--- config.mk ---
export PLATFORM = sky130hd
export DESIGN_NAME = bi_pad_seq
export DESIGN_NICKNAME = d
export VERILOG_FILES = /design/src/rtl/bi_pad_seq.sv
export SDC_FILE = /design/constraint.sdc
export NUM_CORES = 1
export LEC_CHECK = 0
export CORE_MARGIN = 3
export CORE_UTILIZATION = 56
export CTS_CLUSTER_SIZE = 28
export DETAILED_ROUTE_END_ITERATION = 10
export PLACE_DENSITY_LB_ADDON = 0.08
export SLEW_MARGIN = 20
export SYNTH_ARGS = -nofsm -noshare
export SYNTH_HDL_FRONTEND = slang
export SYNTH_SLANG_ARGS = --single-unit
--- constraint.sdc ---
create_clock -name CLK -period 3.54 [get_ports CLK]
set_input_delay 1.062 -clock CLK [delete_from_list [all_inputs] [get_ports CLK]]
set_output_delay 1.062 -clock CLK [all_outputs]
set_load 0.02 [all_outputs]
--- src/rtl/bi_pad_seq.sv ---
// -----------------------------------------------------------------------------
// bi_pad_seq : cycle-accurate control sequencer for one bidirectional 24T pad.
//
// Turns a host valid/ready transmit stream and a receive enable into the pad
// control pins. It guarantees a dead turnaround after driving, an IE settle
// delay before the first sample, and pull-up/pull-down that are never both on.
//
// Ports
//   CLK, RN            clock, asynchronous active-low reset
//   tx_valid/tx_data   host bit to drive; accepted when tx_valid && tx_ready
//   tx_ready           high in IDLE and in the last hold cycle of DRIVE
//   rx_en              request input sampling while idle
//   rx_valid/rx_data   one-cycle pulse with the synchronized pad value
//   pull_sel           00 none, 01 pull-down, 10 pull-up, 11 keeper
//   slew_fast/schmitt  registered through to pad_SL / pad_CS
//   busy               high in every state other than IDLE
//   pad_A..pad_SL      pad control outputs
//   pad_Y              asynchronous pad input, 2-flop synchronized
// -----------------------------------------------------------------------------
module bi_pad_seq #(
   parameter int HOLD_CYC   = 4,
   parameter int TURN_CYC   = 2,
   parameter int SETTLE_CYC = 3,
   parameter int SAMPLE_DIV = 8
) (
   input  logic       CLK,
   input  logic       RN,
   input  logic       tx_valid,
   input  logic       tx_data,
   output logic       tx_ready,
   input  logic       rx_en,
   output logic       rx_valid,
   output logic       rx_data,
   input  logic [1:0] pull_sel,
   input  logic       slew_fast,
   input  logic       schmitt,
   output logic       busy,
   output logic       pad_A,
   output logic       pad_OE,
   output logic       pad_IE,
   output logic       pad_PU,
   output logic       pad_PD,
   output logic       pad_CS,
   output logic       pad_SL,
   input  logic       pad_Y
);

   typedef enum logic [2:0] {
      S_IDLE, S_DRIVE, S_TURN, S_SETTLE, S_SAMPLE
   } state_e;

   localparam logic [7:0] HOLD_LD   = 8'(HOLD_CYC - 1);
   localparam logic [7:0] TURN_LD   = 8'(TURN_CYC - 1);
   localparam logic [7:0] SETTLE_LD = 8'(SETTLE_CYC - 1);
   localparam logic [7:0] DIV_LD    = 8'(SAMPLE_DIV - 1);

   state_e     state_q, state_d;
   logic [7:0] cnt_q, cnt_d;
   logic       bit_q, bit_d;
   logic       kv_q, kv_d;
   logic       rx_valid_q, rx_valid_d;
   logic       rx_data_q, rx_data_d;
   logic       pu_q, pu_d;
   logic       pd_q, pd_d;
   logic       cs_q, sl_q;
   logic       sync1_q, sync2_q;
   logic       init_q;
   logic       accept;

   // init_q holds tx_ready low while in reset and until the first edge after
   // release, even though the state register already reads IDLE.
   assign tx_ready = init_q && ((state_q == S_IDLE) ||
                                ((state_q == S_DRIVE) && (cnt_q == 8'd0)));
   assign accept   = tx_valid && tx_ready;

   // Pad pins decode straight from the state register, so an asynchronous
   // reset pulls OE low at once rather than on the next edge.
   assign pad_OE   = (state_q == S_DRIVE);
   assign pad_A    = (state_q == S_DRIVE) && bit_q;
   assign pad_IE   = (state_q == S_SETTLE) || (state_q == S_SAMPLE);
   assign busy     = (state_q != S_IDLE);
   assign pad_PU   = pu_q;
   assign pad_PD   = pd_q;
   assign pad_CS   = cs_q;
   assign pad_SL   = sl_q;
   assign rx_valid = rx_valid_q;
   assign rx_data  = rx_data_q;

   always_comb begin
      // NOTE: every always_comb output gets a default first, so no path can
      // leave a signal unassigned and infer a latch.
      state_d    = state_q;
      cnt_d      = cnt_q;
      bit_d      = bit_q;
      kv_d       = kv_q;
      rx_valid_d = 1'b0;
      rx_data_d  = rx_data_q;

      unique case (state_q)
         S_IDLE: begin
            if (accept) begin
               state_d = S_DRIVE;
               bit_d   = tx_data;
               cnt_d   = HOLD_LD;
            end else if (rx_en && init_q) begin
               state_d = S_SETTLE;
               cnt_d   = SETTLE_LD;
            end
         end
         S_DRIVE: begin
            if (cnt_q != 8'd0) begin
               cnt_d = cnt_q - 8'd1;
            end else if (accept) begin
               // Back-to-back bit: restart the hold with no OE gap.
               bit_d = tx_data;
               cnt_d = HOLD_LD;
            end else begin
               kv_d = bit_q;
               if (TURN_CYC == 0) begin
                  state_d = S_IDLE;
               end else begin
                  state_d = S_TURN;
                  cnt_d   = TURN_LD;
               end
            end
         end
         S_TURN: begin
            if (cnt_q == 8'd0) state_d = S_IDLE;
            else               cnt_d   = cnt_q - 8'd1;
         end
         S_SETTLE: begin
            if (!rx_en) begin
               state_d = S_IDLE;
            end else if (cnt_q == 8'd0) begin
               state_d = S_SAMPLE;
               cnt_d   = DIV_LD;
            end else begin
               cnt_d = cnt_q - 8'd1;
            end
         end
         S_SAMPLE: begin
            // A pending tx only leaves SAMPLE; it is accepted later from IDLE.
            if (!rx_en || tx_valid) begin
               state_d = S_IDLE;
            end else if (cnt_q == 8'd0) begin
               rx_valid_d = 1'b1;
               rx_data_d  = sync2_q;
               kv_d       = sync2_q;
               cnt_d      = DIV_LD;
            end else begin
               cnt_d = cnt_q - 8'd1;
            end
         end
         default: state_d = S_IDLE;
      endcase
   end

   // Pulls decode once from the next state, then register: each branch sets
   // at most one of PU/PD, so the pair can never both be high.
   always_comb begin
      pu_d = 1'b0;
      pd_d = 1'b0;
      if (state_d != S_DRIVE) begin
         unique case (pull_sel)
            2'b01:   pd_d = 1'b1;
            2'b10:   pu_d = 1'b1;
            2'b11: begin
               pu_d = kv_d;
               pd_d = ~kv_d;
            end
            default: ;
         endcase
      end
   end

   always_ff @(posedge CLK or negedge RN) begin
      if (!RN) begin
         state_q    <= S_IDLE;
         cnt_q      <= 8'd0;
         bit_q      <= 1'b0;
         kv_q       <= 1'b0;
         rx_valid_q <= 1'b0;
         rx_data_q  <= 1'b0;
         pu_q       <= 1'b0;
         pd_q       <= 1'b0;
         cs_q       <= 1'b0;
         sl_q       <= 1'b0;
         sync1_q    <= 1'b0;
         sync2_q    <= 1'b0;
         init_q     <= 1'b0;
      end else begin
         // NOTE: non-blocking assignments make every flop sample the old
         // values, so the synchronizer chain really is two stages deep.
         state_q    <= state_d;
         cnt_q      <= cnt_d;
         bit_q      <= bit_d;
         kv_q       <= kv_d;
         rx_valid_q <= rx_valid_d;
         rx_data_q  <= rx_data_d;
         pu_q       <= pu_d;
         pd_q       <= pd_d;
         cs_q       <= schmitt;
         sl_q       <= slew_fast;
         sync1_q    <= pad_Y;
         sync2_q    <= sync1_q;
         init_q     <= 1'b1;
      end
   end

endmodule

== Yosys cells after proc, flatten, opt, wreduce, memory -nomap -nowiden ==
Index checks and enable logic that the tools add are counted.

* Eq/ne operators: 13
* Add/sub/neg operators: 1
* Reductions and logical operators: 18
* Muxes and demuxes: 33
* Bitwise operators: 2

{| class="wikitable"
|+ Operator list
! cell !! count
|-
| $mux 8 || 7
|-
| $pmux 8 s5 || 1
|-
| $mux 3 || 8
|-
| $pmux 3 s5 || 1
|-
| $mux 1 || 11
|-
| $logic_not 8->1 || 1
|-
| $ne 2x2->1 const B || 4
|-
| $pmux 1 s2 || 4
|-
| $reduce_bool 8->1 || 1
|-
| $sub 8x1->8 const B || 1
|-
| $eq 3x2->1 const B || 2
|-
| $logic_and 1x1->1 || 5
|-
| $reduce_and 5->1 || 1
|-
| $reduce_bool 5->1 || 1
|-
| $eq 2x2->1 const B || 2
|-
| $eq 3x1->1 const B || 1
|-
| $eq 3x3->1 const B || 1
|-
| $logic_not 3->1 || 1
|-
| $logic_or 1x1->1 || 3
|-
| $ne 3x1->1 const B || 1
|-
| $ne 3x2->1 const B || 1
|-
| $reduce_and 3->1 || 1
|-
| $reduce_bool 3->1 || 1
|-
| $eq 2x1->1 const B || 1
|-
| 5 further kinds || 6
|}

* Register bits: 22
* Input bits: 10
* Word-level logic and storage cells: 80
* Output and inout port bits: 11

== Logic depth before layout (Yosys ltp) ==
Gate-level depths: netlist (run 1).

* Word-level depth: 11
* Gate-level depth with buffers: 7
* Depth with buffers taken out: 7

== Least setup slack after synthesis (run 1) ==
OpenSTA, ideal clock, no wires.

* Path kind: flip-flop to output port
* Start point: register cnt_q[0]
* End point: output tx_ready
* Required time: 2.478 ns
* Stages on the path, launching flop included: 7
* Setup slack: 0.687 ns
* Path buffers: 0
* Arrival time: 1.791 ns
* Cells stage by stage: dfrtp_1 -> inv_1 -> ha_1 -> or4b_4 -> nor2_4 -> a21oi_1 -> nor2b_1

* Longest elaborated chain between the ends: 4

{| class="wikitable"
|+ RTL lines
! item !! RTL line !! text
|-
| start, declared || 58 || <nowiki>logic [7:0] cnt_q, cnt_d;</nowiki>
|-
| start signal, assigned || 195 || <nowiki>cnt_q <= cnt_d;</nowiki>
|-
| $logic_not 8->1 || 73 || <nowiki>((state_q == S_DRIVE) && (cnt_q == 8'd0)));</nowiki>
|-
| $logic_and 1x1->1 || 73 ||
|-
| $logic_or 1x1->1 || 72 || <nowiki>assign tx_ready = init_q && ((state_q == S_IDLE) ||</nowiki>
|-
| $logic_and 1x1->1 || 72 ||
|-
| end, declared || 30 || <nowiki>output logic tx_ready,</nowiki>
|}

Every way passes these cells.

== Worst setup path in the final report (run 1) ==
Ends and elaborated chain as after synthesis.

==> flow_summary_export.csv, run 1 <==
group,metric,value,unit
detailed_routing,wl_met3,148,µm
clocking,h-tree-depth,1,
clocking,post_cts_buffers,0,
power_and_ir_drop,powerDensity,836,nW/µm²
timing,fmaxAchievable,302,MHz
setup_path,critPathCaptureType,"output pin",
yosys,synthMuxAreaShare,1.73,%
cells_and_area,num-fill-cells,157,
timing,min_period,3.32,ns
clocking,numCtsBuffers,3,
placement,dp.cells,180,
clocking,tritoncts,"built",
timing,rsz0062_at_grt,"false",
placement,post-place-ws,0.171,ns
cells_and_area,syn_to_final_growth,20.2,%
floorplanning,start_util,62.4,%
yosys,synth_cell_types,46,
yosys,syn_nets,145,
setup_path,crit_fanout,6,
setup_path,path_class,"register to output pin",
hold_path,hold_path_class,"register to register",
detailed_routing,drt-total-wl,2840,µm
floorplanning,pin_count,21,
yosys,synthSimpleGateAreaFrac,24.4,%
cells_and_area,fin_nets,169,
yosys,yosys.area_share.xor_xnor,2.69,%
detailed_routing,dr.first_iter.drc_count,41,
power_and_ir_drop,leakagePower,0.656,nW
power_and_ir_drop,pwr-share-seq,30.9,%
yosys,synth_cells,134,
global_routing,grt-ovfl-total,0,
clocking,clkLatencyLatePin,0.30,ns
power_and_ir_drop,ir_drop,572,µV
cells_and_area,design_area,1560,µm²
global_routing,grt_pass1_wl,4660,µm
yosys,synth-compound-area-share,22.6,%
floorplanning,rows,16,
floorplanning,die_height,54.2,µm
clocking,path_clk_slew,0.11,ns
power_and_ir_drop,swShare,43.1,%
global_routing,grt_start_max_net_pins,23,
detailed_routing,wl_met1,1380,µm
setup_path,cp.required,2.48,ns
flow_run,drv_cap,0,
global_routing,grt.total_usage,21.9,%
placement,port_buffers,20,
power_and_ir_drop,finalPower,1.31,mW
cells_and_area,drive_gt1_share,15.3,%
global_routing,grt_pass1_vias,1064,
yosys,yosysTopAreaCellShare,42.3,%
timing,worst_slack,0.223,ns
yosys,synthesis.area,1300,µm²
detailed_routing,routed-wl-met2,1270,µm
detailed_routing,ant_nets,0,
detailed_routing,detail_route.wl_per_cell,15.4,µm
detailed_routing,drc,0,
yosys,synth_adder_area_share,0.962,%
timing,finClkSkew,0.00209,ns
placement,place_area,1520,µm²
timing,slew_violations,0,
detailed_routing,dr.pass1.iters,4,
yosys,synth_seq_area_share,42.3,%
power_and_ir_drop,p_int,744,µW
cells_and_area,register_area,551,µm²
cells_and_area,antenna_cells,0,
setup_path,crit_arrival,2.25,ns
cells_and_area,stdcell_count,184,
timing,final-hold-violation-count,0,
yosys,synth_top_area_cell,"dfrtp_1",
global_routing,antenna_found_initial,0,
detailed_routing,vias_per_cell,6.21,
setup_path,startpoint_type,"register",
power_and_ir_drop,power_switching,563,µW
placement,place_congestion,0.966,
detailed_routing,top_layer_used,"met4",
placement,hpwl,2100,µm
power_and_ir_drop,clockPowerShare,14.2,%
floorplanning,die_area,2940,µm²
clocking,clockBufferDepth,2,
timing,post-route-period-util,93.7,%
timing,fin_tns_setup,0,ns
run_status,status,"completed",
floorplanning,core_area,2080,µm²
cells_and_area,multi_input_area,686,µm²
timing,setup_violations,0,
yosys,synth_top_family_by_area,"simple AND/OR/NAND/NOR gates",
power_and_ir_drop,pwr-share-comb,54.9,%
yosys,ys_top_cells_by_area,"dfrtp_1 (42%), a21oi_1 (3.5%), nand2_1 (3.5%)",
timing,slew-limit-headroom,63.1,%
clocking,clkSinkCount,22,
clocking,clock_tree.root_cell,"clkbuf_4",
timing,worst_pin_slew,0.554,ns
detailed_routing,num_vias,1142,
yosys,yosysWarnings,0,
floorplanning,die_w,54.2,µm
yosys,synth.avg_cell_area,9.70,µm²
yosys,ys_ff_latch,22,
==> logic make-up after synthesis <==
group / Yosys count
fa+ha+maj: 1
other cells: 1
xor+xnor: 4
simple gates: 53
flops: 22
buf+inv: 11
mux: 2
compound gates: 40
==> repair_timing <==
action,4_1_cts,5_1_grt
hold buffers,0,0
resized for setup,1,2
endpoints found under the setup margin,1,1
==> routing by layer <==
metal / track usage, % / up-vias
li1: - / 531
met1: 31.7 / 553
met2: 33.1 / 50
met3: 3.88 / 8
met4: 6.64 / 0
met5: 0 / -
==> worst max-delay path, stage by stage, from the launching register on <==
cell and delay [ns]:
dfrtp_1 0.44, inv_1 0.13, ha_1 0.23, or4b_4 0.53
nor2_4 0.20, a21oi_1 0.12, nor2b_1 0.13, clkbuf_2 0.17
==> Yosys cell counts, drive strengths merged <==
cell type  count
o22ai          5
nor4           1
mux2           2
nand4          4
o21ai         10
a221o          1
o31ai          2
buf            3
a2bb2oi        1
a211o          1
o2bb2a         1
or4b           1
nor2          11
nand2         12
o21a           1
and2b          1
or3            3
a211oi         1
nor3           4
a31oi          2
inv            8
xor2           2
nor4b          1
or2b           1
a22oi          1
and2           3
dfrtp         22
o311a          1
conb           1
nand3          6
a32oi          1
nor3b          1
xnor2          2
ha             1
a21oi         11
nor2b          4
a311o          1
==> stage by stage <==
stage               utilization (%)  hold WS, ns
floorplan                         -        0.331
global placement               72.8        0.339
finish                         75.1        0.372
detailed placement             72.8        0.337
CTS                            75.2        0.375
global route                   75.1        0.380
==> registers in the layout (all words and copies together), names as in the netlist <==
register,flops
sync2_q,1
pad_SL,1
pad_PD,1
rx_valid,1
cnt_q,8
pad_PU,1
state_q,3
rx_data,1
bit_q,1
pad_CS,1
init_q,1
sync1_q,1
kv_q,1
==> path summary, 6_finish.rpt <==
check | from | end | slack (ns) | depth (start not counted)
setup / recovery | cnt_q[0]$_DFFE_PN0P_ | tx_ready | 0.22 | 7
hold / removal | sync1_q$_DFF_PN0_ | sync2_q$_DFF_PN0_ | 0.37 | 0
setup reg to reg | cnt_q[0]$_DFFE_PN0P_ | bit_q$_DFFE_PN0P_ | 1.33 | 7
hold reg to reg | sync1_q$_DFF_PN0_ | sync2_q$_DFF_PN0_ | 0.37 | 0
max in group asynchronous | RN | cnt_q[2]$_DFFE_PN0P_ | 2.22 | 2
min in group asynchronous | RN | state_q[1]$_DFF_PN0_ | 1.10 | 2
==> power groups by stage <==
stage / clock network [mW] / logic [mW] / registers (mW)
3_5_place_dp: 0 / 0.711 / 0.406
3_3_place_gp: 0 / 0.694 / 0.400
6_report: 0.186 / 0.717 / 0.404
2_1_floorplan: 0 / 0.535 / 0.385
4_1_cts: 0.190 / 0.714 / 0.401
5_1_grt: 0.201 / 0.785 / 0.416
==> cell usage in the layout (no fill, tap or decap), types with 2 or more instances in the layout <==
cell type / count
o21ai_2: 2
nor3_1: 4
xor2_1: 2
mux2_2: 2
nor2_1: 9
o22ai_1: 4
nor2b_1: 4
nand2_1: 12
nand3_1: 5
a21oi_1: 9
o31ai_1: 2
o21ai_0: 6
clkbuf_4: 3
xnor2_1: 2
buf_4: 2
dfrtp_1: 22
a31oi_1: 2
nand4_1: 4
or3_1: 2
and2_1: 3
clkdlybuf4s50_1: 19
o21ai_1: 2
inv_1: 8
==> cell type report <==
type	count	area share, %
clock inverters	1	1.92
inverters	8	1.92
multi-input cells	101	43.9
clock buffers	3	1.44
flip-flops and latches	22	35.2
repair buffers	22	13.5
well taps	27	2.16
No activity file was read; power rests on OpenSTA's default activity.
==> run 2, diff against run 1 <==
CELL_PAD_IN_SITES_DETAIL_PLACEMENT = 1   (was unset)
CELL_PAD_IN_SITES_GLOBAL_PLACEMENT = 2   (was unset)
CORE_UTILIZATION = 35   (was 56)
==> run 2 against run 1 <==
Compared with the run above:
- flip-flop and latch count stayed put
- setup slack worse by 0.027 ns
- sequential share of layout area shrank 1.2 points
- clock power up 27%
- wire length up 19%
- via count decreased by 4.2%
- register-to-register slack improved by 0.08 ns
- critical endpoint unchanged
- largest cell class unchanged
- largest power group unchanged
==> flow_summary_export.csv, run 2 (synthesis results as in run 1) <==
group,metric,value,unit
run_status,status,"completed",
timing,worst_slack,0.196,ns
global_routing,grt-ovfl-total,0,
detailed_routing,dr.first_iter.drc_count,69,
cells_and_area,largest_reg_flops,8,
clocking,numCtsBuffers,3,
setup_path,cp.required,2.48,ns
floorplanning,die_w,66.9,µm
timing,post-route-period-util,94.5,%
setup_path,crit_fanout,5,
cells_and_area,mostFrequentLayoutCell,"dfrtp_1",
floorplanning,die_area,4480,µm²
setup_path,crit_chain,"inv_1 > ha_1 > or4b_4 > nor2_4 > a21oi_1 > nor2b_1 > dlygate4sd2_1",
global_routing,antenna_found_initial,0,
power_and_ir_drop,ir_drop,373,µV
flow_run,drv_cap,0,
cells_and_area,reg_top3,"cnt_q: 8 flops, state_q: 3 flops",
clocking,post_cts_buffers,0,
global_routing,grt_pass1_wl,5720,µm
placement,post-place-ws,0.232,ns
clocking,clkLatencyLatePin,0.26,ns
cells_and_area,fin_nets,170,
setup_path,startpoint_type,"register",
power_and_ir_drop,powerDensity,850,nW/µm²
timing,slew-limit-headroom,61.7,%
timing,slew_violations,0,
global_routing,grt.total_usage,17.2,%
placement,place_congestion,0.743,
floorplanning,die_height,66.9,µm
global_routing,use_met2,28.1,%
global_routing,grt_start_max_net_pins,23,
cells_and_area,num-fill-cells,425,
timing,fin_tns_setup,0,ns
cells_and_area,post-route-util,46.6,%
clocking,clock_tree.root_cell,"clkbuf_8",
global_routing,use_met3,2.19,%
clocking,h-tree-depth,1,
detailed_routing,num_vias,1094,
clocking,cts_hold_buffers,0,
cells_and_area,top_register,"cnt_q",
timing,final-hold-violation-count,0,
timing,worst_pin_slew,0.574,ns
setup_path,path_class,"register to output pin",
detailed_routing,vias_per_cell,5.36,
clocking,path_clk_slew,0.08,ns
setup_path,critPathCaptureType,"output pin",
floorplanning,core_area,3470,µm²
floorplanning,rows,21,
timing,setup_violations,0,
detailed_routing,ant_nets,0,
timing,rsz0062_at_grt,"false",
clocking,clkSinkCount,22,
cells_and_area,antenna_cells,0,
global_routing,busiest_layer,"met2",
clocking,tritoncts,"built",
timing,finClkSkew,0.00308,ns
setup_path,slowest_stage,"or4b_4",
detailed_routing,drc,0,
detailed_routing,drt-total-wl,3370,µm
floorplanning,pin_count,21,
cells_and_area,drive_gt1_share,15.2,%
clocking,clockBufferDepth,2,
setup_path,crit_arrival,2.28,ns
power_and_ir_drop,finalPower,1.37,mW
cells_and_area,syn_to_final_growth,24.4,%
global_routing,grt_use_met1,23.6,%
placement,port_buffers,20,
global_routing,grt_pass1_vias,1167,
detailed_routing,detail_route.wl_per_cell,16.5,µm
power_and_ir_drop,leakagePower,0.671,nW
floorplanning,start_util,37.5,%
cells_and_area,layout_common_cells,"dfrtp_1 (22), clkdlybuf4s50_1 (19), nand2_1 (12)",
detailed_routing,dr.pass1.iters,4,
timing,fmaxAchievable,299,MHz
hold_path,hold_path_class,"register to register",
timing,min_period,3.34,ns
setup_path,critPathMaxStageDelay,0.53,ns
placement,hpwl,2570,µm
timing,hold-worst-slack,0.362,ns
[run 2: per-stage QoR]
stage	instance area (µm²)	instances
floorplan	1300	134
global placement	1550	200
detailed placement	1550	200
CTS	1620	204
global route	1620	204
finish	1620	204
[run 2: critical path: cells and delay by family, from the launching register on]
family	cells	cell delay (ns)
and+or+nand+nor	3	0.81
DFF	1	0.43
adders and majority gates	1	0.23
AOI/OAI and AO/OA	1	0.08
buffers and inverters	2	0.47
[run 2: area by class of cell]
| class | instances | area (µm²) | area share (%) |
|---|---|---|---|
| clock buffers | 3 | 41.3 | 2.55 |
| clock inverters | 1 | 30.0 | 1.86 |
| inverters | 8 | 30.0 | 1.86 |
| multi-input cells | 101 | 686 | 42.4 |
| flip-flops and latches | 22 | 551 | 34.1 |
| well taps | 46 | 57.6 | 3.56 |
| repair buffers | 23 | 221 | 13.7 |
[run 2: where the power goes]
group	switching (mW)	internal, mW	total, mW
Combinational	0.416	0.316	0.731
Clock	0.0851	0.151	0.236
Sequential	0.0865	0.321	0.407
Total	0.587	0.787	1.37
[run 2: repair_timing]
action / CTS / global route
setup endpoints to repair: 1 / 0
resized for setup: 1 / 0
hold endpoints to repair: 0 / 0
[run 2: routing by layer]
layer  wire (µm)  vias up
met2        1620       17
met1        1630      539
met4          31        0
met5           0        -
met3          82        4
li1            -      534
[run 2: worst paths after layout]
kind                                 startpoint                   end  slack [ns]  depth (start not counted)
min                           sync1_q$_DFF_PN0_     sync2_q$_DFF_PN0_        0.36                          0
max reg2reg                cnt_q[0]$_DFFE_PN0P_      pad_PD$_DFF_PN0_        1.41                          8
min reg2reg                   sync1_q$_DFF_PN0_     sync2_q$_DFF_PN0_        0.36                          0
min in group asynchronous                    RN  state_q[1]$_DFF_PN0_        1.14                          2
max                        cnt_q[0]$_DFFE_PN0P_              tx_ready        0.20                          7
max in group asynchronous                    RN  cnt_q[5]$_DFFE_PN0P_        2.17                          2
==> patch 1, RTL diff (config.mk and constraints of run 2) <==
Change the parameter `SAMPLE_DIV` from 8 to 4.
--- a/src/rtl/bi_pad_seq.sv
+++ b/src/rtl/bi_pad_seq.sv
@@ -21,7 +21,7 @@
    parameter int HOLD_CYC   = 4,
    parameter int TURN_CYC   = 2,
    parameter int SETTLE_CYC = 3,
-   parameter int SAMPLE_DIV = 8
+   parameter int SAMPLE_DIV = 4
 ) (
    input  logic       CLK,
    input  logic       RN,
Function: changed (Yosys sat finds a counterexample within 10 cycles, from zero or initial values).
==> patch 1 against run 2 <==
  * Setup slack improved by 0.094 ns
  * Total power fell by 0.39%
  * Final area fell by 0.23%
  * Sequential share of layout area rose by 0.079 points
  * Die area fell by 1.1%
  * Largest cell class unchanged
  * Synthesized area fell by 1.3%
  * Highest routed layer unchanged
  * Sequential cell count did not move
  * Critical path depth fell by 2
  * Routed wire length fell by 0.53%
  * Fmax rose by 2.9%
==> patch 1: results <==
# TYPE chip_impl_metric gauge
chip_impl_metric{name="placed_cells",unit=""} 199
chip_impl_metric{name="ff2ff_setup_slack",unit="ns"} 1.04
chip_impl_metric{name="post-route-min-period",unit="ns"} 3.250
chip_impl_metric{name="number_of_global_route_vias_before_repair",unit=""} 1153
chip_impl_metric{name="globalRouteTotalUtil",unit=""} 0.1726
chip_impl_metric{name="drt_wl_total",unit="mm"} 3.351
chip_impl_metric{name="postSynthNetCount",unit=""} 144
chip_impl_info{name="outcome",value="completed"} 1
chip_impl_info{name="reg2reg_capture_point",value="cnt_q[5]$_DFFE_PN0P_"} 1
chip_impl_metric{name="synth-xor-area-share",unit=""} 0
chip_impl_metric{name="gp_congestion",unit=""} 0.8329
chip_impl_metric{name="finClkSkew",unit="ns"} 0.001309
chip_impl_metric{name="detailedPlace.worstSlack",unit="ns"} 0.3060
chip_impl_metric{name="power.internal",unit="mW"} 0.7733
chip_impl_metric{name="area_overhead_of_the_layout_relative_to_synthesis",unit="%"} 25.63
chip_impl_metric{name="synth-compound-area-share",unit=""} 0.2339
chip_impl_metric{name="wl_met3",unit="um"} 140
chip_impl_metric{name="share_of_layout_cells_above_drive_strength_1",unit=""} 0.1401
chip_impl_metric{name="power.static_leakage",unit="nW"} 0.7073
chip_impl_metric{name="grt_first_pass_wirelength",unit="mm"} 5.727
chip_impl_metric{name="reg2regPathDepth",unit=""} 6
chip_impl_metric{name="pwr-share-comb",unit=""} 0.564
chip_impl_info{name="yosys-top-cells-area",value="sky130_fd_sc_hd__dfrtp_1 (43%), sky130_fd_sc_hd__o21ai_0 (3.5%), sky130_fd_sc_hd__or3_1 (2.9%), sky130_fd_sc_hd__inv_1 (2.3%), sky130_fd_sc_hd__nand2_1 (2.3%)"} 1
chip_impl_info{name="synth.cells.most_frequent",value="sky130_fd_sc_hd__dfrtp_1 (22), sky130_fd_sc_hd__o21ai_0 (9), sky130_fd_sc_hd__inv_1 (8), sky130_fd_sc_hd__nand2_1 (8), sky130_fd_sc_hd__nor2_1 (8)"} 1
chip_impl_info{name="critical-path-slowest-cell",value="sky130_fd_sc_hd__or4_1"} 1
chip_impl_metric{name="postSynthCellCount",unit=""} 133
chip_impl_metric{name="timing.critical_path.fanout_max",unit=""} 6
chip_impl_metric{name="groute.layer.met2.usage",unit=""} 0.2686
[patch 1: worst max-delay path: cells and delay by family, from the launching register on]
kind | cells | cell delay [ns]
and+or+nand+nor | 4 | 1.17
DFF | 1 | 0.43
buffers and inverters | 1 | 0.33
[patch 1: cell type report]
class,instances,share of cell area
clock buffer,4,0.03413
inverter,9,0.02095
multi-input combinational,95,0.4119
sequential,22,0.3413
tap,46,0.03569
timing repair buffer,27,0.1559
[patch 1: cells by family (layout without fill, tap and decap cells)]
group                      count (synthesis)  after routing
AOI/OAI and AO/OA                         38             38
and+or+nand+nor                           52             52
buffers and inverters                     16             40
muxes                                      3              3
other                                      1              1
adders and majority gates                  1              1
DFF                                       22             22
[patch 1: how the worst min path moves through the flow]
stage	from	endpoint	depth (start not counted)
6_report	sync1_q$_DFF_PN0_	sync2_q$_DFF_PN0_	0
5_1_grt	sync1_q$_DFF_PN0_	sync2_q$_DFF_PN0_	0
4_1_cts	sync1_q$_DFF_PN0_	sync2_q$_DFF_PN0_	0
3_5_place_dp	sync1_q$_DFF_PN0_	sync2_q$_DFF_PN0_	0
3_3_place_gp	sync1_q$_DFF_PN0_	sync2_q$_DFF_PN0_	0
2_1_floorplan	sync1_q$_DFF_PN0_	sync2_q$_DFF_PN0_	0
[patch 1: what timing repair did]
| action | 4_1_cts | 5_1_grt |
|---|---|---|
| hold endpoints to repair | 0 | 0 |
| setup endpoints to repair | 1 | 0 |
| gates resized for setup | 1 | 0 |
[patch 1: per-stage QoR]
stage                     hold WS, ns  area [um2]
after global routing           0.3819        1613
after detailed placement       0.3363        1559
final                          0.3589        1613
after global placement         0.3422        1559
after CTS                      0.3650        1613
after floorplan                0.3312        1284
